<file path="src/rtl/display_pkg.sv">
// ============================================================================
// display_pkg : shared state encoding, default sizes and width helper
// Rev 1.0
// ============================================================================
`default_nettype none

package display_pkg;

  typedef enum logic [1:0] {
    IDLE = 2'd0,
    SHOW = 2'd1,
    FIN  = 2'd2
  } state_e;

  localparam int DEF_NUM_W    = 4;
  localparam int DEF_NUM_N    = 4;
  localparam int DEF_HOLD_CYC = 700;

  // Counter/index width for a range of n values, never narrower than 1 bit.
  function automatic int width_of(input int n);
    return (n > 1) ? $clog2(n) : 1;
  endfunction

endpackage

`default_nettype wire

</file>
<file path="src/rtl/display_sequencer_if.sv">
// ============================================================================
// display_sequencer_if : request/data/status bundle of the display sequencer
// Rev 1.0   (repeat_en present only when DISPLAY_SEQ_REPEAT_EN is defined)
// ============================================================================
`default_nettype none

interface display_sequencer_if
  import display_pkg::*;
#(
  parameter int NUM_W = DEF_NUM_W,
  parameter int NUM_N = DEF_NUM_N
);

  logic                   start_display;
  logic                   rev;
  logic [NUM_N*NUM_W-1:0] sorted_num;
`ifdef DISPLAY_SEQ_REPEAT_EN
  logic                   repeat_en;
`endif
  logic [NUM_W-1:0]       partE;
  logic                   partE_valid;
  logic                   busy;
  logic                   done;

  modport master (
`ifdef DISPLAY_SEQ_REPEAT_EN
    output repeat_en,
`endif
    output start_display, rev, sorted_num,
    input  partE, partE_valid, busy, done
  );

  modport slave (
`ifdef DISPLAY_SEQ_REPEAT_EN
    input  repeat_en,
`endif
    input  start_display, rev, sorted_num,
    output partE, partE_valid, busy, done
  );

endinterface

`default_nettype wire

</file>
<file path="src/rtl/hold_timer.sv">
// ============================================================================
// hold_timer : counts 0..HOLD_CYC-1 while enabled, flags the last count
// Rev 1.0
// ============================================================================
`default_nettype none

module hold_timer
  import display_pkg::*;
#(
  parameter int HOLD_CYC = DEF_HOLD_CYC
) (
  input  logic clk,
  input  logic rst_n,
  input  logic clr,
  input  logic en,
  output logic expire
);

  localparam int            CW       = width_of(HOLD_CYC);
  localparam logic [CW-1:0] CNT_LAST = CW'(HOLD_CYC - 1);

  logic [CW-1:0] cnt_q;
  logic [CW-1:0] cnt_d;

  // Self-wrapping at the last count, so the next entry starts from zero.
  always_comb begin
    cnt_d = cnt_q;
    if (clr) begin
      cnt_d = '0;
    end else if (en) begin
      cnt_d = (cnt_q == CNT_LAST) ? '0 : cnt_q + 1'b1;
    end
  end

  always_ff @(posedge clk) begin
    if (!rst_n) begin
      cnt_q <= '0;
    end else begin
      cnt_q <= cnt_d;
    end
  end

  assign expire = en && (cnt_q == CNT_LAST);

endmodule

`default_nettype wire

</file>
<file path="src/rtl/display_sequencer.sv">
// ============================================================================
// display_sequencer : shows a captured frame one entry at a time, HOLD_CYC each
// Rev 1.0   Optional: DISPLAY_SEQ_REPEAT_EN adds repeat_en (continuous wrap)
// ============================================================================
`default_nettype none

module display_sequencer
  import display_pkg::*;
#(
  parameter int NUM_W    = DEF_NUM_W,
  parameter int NUM_N    = DEF_NUM_N,
  parameter int HOLD_CYC = DEF_HOLD_CYC
) (
  input  logic               clk,
  input  logic               rst_n,
  display_sequencer_if.slave bus
);

  localparam int            IW       = width_of(NUM_N);
  localparam logic [IW-1:0] IDX_LAST = IW'(NUM_N - 1);

  state_e                 state_q;
  logic [NUM_N*NUM_W-1:0] frame_q;
  logic                   rev_q;
  logic [IW-1:0]          idx_q;
  logic [NUM_W-1:0]       partE_q;
  logic                   partE_valid_q;
  logic                   busy_q;
  logic                   done_q;

  logic                   show_w;
  logic                   accept_w;
  logic                   expire_w;
  logic                   repeat_w;
  logic                   last_w;
  logic [IW-1:0]          start_idx_d;
  logic [IW-1:0]          idx_d;

  assign show_w   = (state_q == SHOW);
  assign accept_w = (state_q == IDLE) && bus.start_display;

`ifdef DISPLAY_SEQ_REPEAT_EN
  assign repeat_w = bus.repeat_en;
`else
  assign repeat_w = 1'b0;
`endif

  hold_timer #(
    .HOLD_CYC (HOLD_CYC)
  ) u_hold_timer (
    .clk    (clk),
    .rst_n  (rst_n),
    .clr    (accept_w),
    .en     (show_w),
    .expire (expire_w)
  );

  // Next index wraps to the first entry of the same order after the final one.
  always_comb begin
    start_idx_d = bus.rev ? IDX_LAST : '0;
    last_w      = rev_q ? (idx_q == '0) : (idx_q == IDX_LAST);
    if (last_w) begin
      idx_d = rev_q ? IDX_LAST : '0;
    end else begin
      idx_d = rev_q ? (idx_q - 1'b1) : (idx_q + 1'b1);
    end
  end

  always_ff @(posedge clk) begin
    if (!rst_n) begin
      state_q       <= IDLE;
      frame_q       <= '0;
      rev_q         <= 1'b0;
      idx_q         <= '0;
      partE_q       <= '0;
      partE_valid_q <= 1'b0;
      busy_q        <= 1'b0;
      done_q        <= 1'b0;
    end else begin
      case (state_q)
        IDLE: begin
          done_q <= 1'b0;
          if (bus.start_display) begin
            frame_q       <= bus.sorted_num;
            rev_q         <= bus.rev;
            idx_q         <= start_idx_d;
            partE_q       <= bus.sorted_num[int'(start_idx_d)*NUM_W +: NUM_W];
            partE_valid_q <= 1'b1;
            busy_q        <= 1'b1;
            state_q       <= SHOW;
          end
        end
        SHOW: begin
          if (expire_w) begin
            if (last_w && !repeat_w) begin
              partE_valid_q <= 1'b0;
              done_q        <= 1'b1;
              state_q       <= FIN;
            end else begin
              idx_q   <= idx_d;
              partE_q <= frame_q[int'(idx_d)*NUM_W +: NUM_W];
            end
          end
        end
        FIN: begin
          done_q  <= 1'b0;
          busy_q  <= 1'b0;
          state_q <= IDLE;
        end
        default: begin
          state_q <= IDLE;
        end
      endcase
    end
  end

  assign bus.partE       = partE_q;
  assign bus.partE_valid = partE_valid_q;
  assign bus.busy        = busy_q;
  assign bus.done        = done_q;

endmodule

`default_nettype wire

</file>
<file path="src/flat_wrapper.sv">
// flat-port wrapper written by rule: the top's interface ports become plain ports
module display_sequencer_flat import display_pkg::*;
#(
  parameter int NUM_W    = DEF_NUM_W,
  parameter int NUM_N    = DEF_NUM_N,
  parameter int HOLD_CYC = DEF_HOLD_CYC
)
  (clk, rst_n, bus_start_display, bus_rev, bus_sorted_num, bus_partE, bus_partE_valid, bus_busy, bus_done);
  display_sequencer_if #(.NUM_W(NUM_W), .NUM_N(NUM_N)) bus_i ();
  input  logic clk;
  input  logic rst_n;
  input wire logic [$bits(bus_i.start_display)-1:0] bus_start_display;
  input wire logic [$bits(bus_i.rev)-1:0] bus_rev;
  input wire logic [$bits(bus_i.sorted_num)-1:0] bus_sorted_num;
  output wire logic [$bits(bus_i.partE)-1:0] bus_partE;
  output wire logic [$bits(bus_i.partE_valid)-1:0] bus_partE_valid;
  output wire logic [$bits(bus_i.busy)-1:0] bus_busy;
  output wire logic [$bits(bus_i.done)-1:0] bus_done;
  assign bus_i.start_display = bus_start_display;
  assign bus_i.rev = bus_rev;
  assign bus_i.sorted_num = bus_sorted_num;
  assign bus_partE = bus_i.partE;
  assign bus_partE_valid = bus_i.partE_valid;
  assign bus_busy = bus_i.busy;
  assign bus_done = bus_i.done;
  display_sequencer #(.NUM_W(NUM_W), .NUM_N(NUM_N), .HOLD_CYC(HOLD_CYC)) u_core (.clk(clk), .rst_n(rst_n), .bus(bus_i));
endmodule
</file>
<file path="config.mk">
export PLATFORM = sky130hd
export DESIGN_NAME = display_sequencer_flat
export DESIGN_NICKNAME = d
export VERILOG_FILES = /design/src/rtl/display_pkg.sv /design/src/rtl/display_sequencer_if.sv /design/src/rtl/hold_timer.sv /design/src/rtl/display_sequencer.sv /design/src/flat_wrapper.sv
export SDC_FILE = /design/constraint.sdc
export NUM_CORES = 1
export LEC_CHECK = 0
export CORE_ASPECT_RATIO = 1.2
export CORE_MARGIN = 5
export CORE_UTILIZATION = 45
export CTS_BUF_LIST = sky130_fd_sc_hd__clkbuf_8
export DETAILED_ROUTE_END_ITERATION = 8
export PLACE_DENSITY = 0.69
export SYNTH_ARGS = -nofsm -noshare
export SYNTH_HDL_FRONTEND = slang
export SYNTH_SLANG_ARGS = --single-unit
</file>
<file path="constraint.sdc">
create_clock -name clk -period 1.95 [get_ports clk]
set_input_delay 0.585 -clock clk [delete_from_list [all_inputs] [get_ports clk]]
set_output_delay 0.585 -clock clk [all_outputs]
set_load 0.01 [all_outputs]
</file>
==> results.md <==
* Worst hold slack at 0.454 ns
* Final setup viols at 0
* Gr ovfl total at 0
* Most frequent cell after synthesis: nand2_1
* Placed instance area at 2150 sq um
* Die W at 66.9 microns
* Clk_lat worst skew at slightly below 0.3 ns
* Hold-fix buffers, CTS at 0
* DRT iter0 DRCs at 109
* Final Max Tran Viols at 0
* Reg2Reg Depth at 6
* Fin nets at 258
* Core area at 3690 sq um
* Hold path depth at 2
* Compound-Gate Fraction of Synth Area at 0.161
* Reg2reg start: u_core.u_hold_timer.cnt_q[1]
* Vias per cell at ~5.2
* Async set-reset flop share out of synthesis at 0
* Final hold violation count at 0
* Crit path DAT at 2.05 ns
* Top_reg_cell synth: dfxtp_1
* Post-synth top area share at 0.436
* Tightest Pin Transition at roughly 0.45 ns
* R2R setup slack at ~0.086 ns
* Max Freq at 536 MHz
* Die Span Y at approximately 80 microns
* Worst Hold Launch: u_core.frame_q[4]
* Share of layout cells above drive strength 1 at 0.139
* Post-synth EDFFs at 0
* Largest family of logic cells by synthesized area: simple AND/OR/NAND/NOR gates
* Initial antenna violation count at 0
* Total die area at between 5000 and 6000 sq um
* Minimum period implied by the final worst setup slack at 1.86 ns
* Final wirelength at 3960 microns
* Worst EP required at 2.13 ns
* Largest net degree at the start of global routing at 24
* Post-CTS Setup Inserts at 0
* Inst Count DP at approximately 280
* Tot GR Track Use at 0.167
* Mapped cell area at 1750 sq um
* RSZ-0062 raised after global routing: false
* Synth Warn # at 0
* Element type at the critical path end: register
* Tot Pwr at between 1500 and 2000 uW
* Crit path kind: register to register
* Antenna cells at 0
* Final ANT Viol Nets at 0
* Mean post-synth cell area at 8.77 sq um
* Row count at 24
* Status: finished, final reports clean
* Most instantiated cells after synthesis: nand2_1 (40), dfxtp_1 (38), a21oi_1 (27)
* Synth Area in Adders at 0.00717
* Crit path from: u_core.u_hold_timer.cnt_q[1]
* Root Buffer: clkbuf_8
* Htree depth at 2
* DRC at 0
* Maximum vdd drop at ~0.48 mV
* RePlAce Congestion at 0.787
* Vias in the first global route at roughly 1.5k
* Synth Register Bits at 38
* Hold crit path type: register to register
* Max-Cap Viols at 0
* Drt first pass iters at 4
* Cell taking the most area after synthesis: dfxtp_1
* Syn Inst Count at 199
* Pleak at 0.000839 uW
* Simple-Gate Fraction of Synth Area at 0.221
* # IOs at 27
* Detailed-route via count at 1506
* Post-synth cell types at 41
* Sink Count at 38
* Syn-to-layout area delta at 27.9%
* Max-slew headroom at 0.696
* Final Non-Filler Cells at 290
* CTS tree: done
* Post-placement worst setup slack at -0.211 ns
* RR Endpoint: u_core.bus.partE[2]
* Initial Util at 0.473
* WHS Endpoint: u_core.frame_q[4]
* CP Launch Type: register
* Power Density at ~760 nW/um^2
* Fin worst setup slack at 0.0855 ns
* Tcrit/Tclk final at 0.956
* Clk slew on worst S/H paths at around 0.070 ns
* CTS buffer count at 5
* XOR/XNOR Fraction of Synth Area at 0.0552
* Area contributors post-synth: dfxtp_1 (44%), nand2_1 (8.6%), a21oi_1 (7.7%)
* Multiplexer share of the synthesized area at 0.0803
* Highest net fanout along the worst path at 5
* Mapped Nets at 220
* Average wire per cell in the routed design at 13.7 microns
* Post-synthesis sequential area ratio at 0.436
* First-pass GRT wire length at 6950 microns
* Clock Skews at 0.0129 ns
* Post-CTS sizing at 0
* I/O Buffers at 26
* Hpwl dp at 2920 microns
* Fin area at 2230 sq um
* Maximum root-to-sink buffer count at 2
-- layout make-up --
cell class,count,area [sq um]
Clock buffer,5,68.8
Clock inverter,3,17.5
Fill cell,335,1460
Inverter,3,11.3
Multi-Input combinational cell,147,916
Sequential cell,38,761
Tap cell,52,65.1
Timing Repair Buffer,42,393
-- stage by stage --
step	utilization	TNS, ns
finish	0.604	0
detailed placement	0.581	-0.939
CTS	0.604	0
global route	0.604	0
global placement	0.581	-0.904
floorplan	-	0
-- flip-flops by register name, indices dropped and copies added (netlist names) --
name	flops
u_core.bus.busy	1
u_core.idx_q	2
u_core.bus.partE	4
u_core.rev_q	1
u_core.bus.partE_valid	1
u_core.bus.done	1
u_core.u_hold_timer.cnt_q	10
u_core.frame_q	16
u_core.state_q	2
-- cells in the final DEF (no fill, tap or decap), types with 5 or more instances in the layout --
master           netlist  final
dfxtp_1               38     38
buf_4                  0     15
mux2i_1                5      5
clkbuf_8               0      5
nand2_1               40     40
xnor2_1                8      8
clkdlybuf4s50_1        0     26
nor2_1                19     19
a21oi_1               27     27
-- layer usage --
layer | global-route usage | share of wire | routed length, microns
met1 | 0.202 | 0.45 | 1780
met2 | 0.291 | 0.51 | 2020
met3 | 0.0486 | 0.033 | 131
met4 | 0.0365 | 0.0076 | 30
met5 | 0 | 0 | 0
-- worst max-delay path, cell delays in order, from the launching register on --
cell     delay [ns]
dfxtp_1        0.34
ha_1           0.25
and4_1         0.25
a31oi_1        0.41
nor2_1         0.13
buf_4          0.15
o221a_2        0.23
-- how the worst max path moves through the flow --
stage	slack (ns)	to	cells past startpoint
global placement	-0.18	u_core.idx_q[0]	5
floorplan	0.27	u_core.bus.partE[2]	5
CTS	0.08	u_core.bus.partE[2]	6
finish	0.09	u_core.bus.partE[2]	6
detailed placement	-0.21	u_core.idx_q[0]	5
global route	0.004	u_core.bus.partE[1]	7
-- kinds of logic after synthesis --
| kind of cell | Yosys count |
|---|---|
| multiplexers | 9 |
| adder cells (fa/ha/maj) | 1 |
| AND/OR/NAND/NOR | 82 |
| buffers and inverters | 14 |
| flip-flops | 38 |
| AO/OA/AOI/OAI | 44 |
| XOR/XNOR | 11 |
-- power by group --
group / switching, uW / internal [uW]
Sequential: 37.1 / 819
Combinational: 138 / 171
Clock: 276 / 247
(Power assumes the default switching activity.)
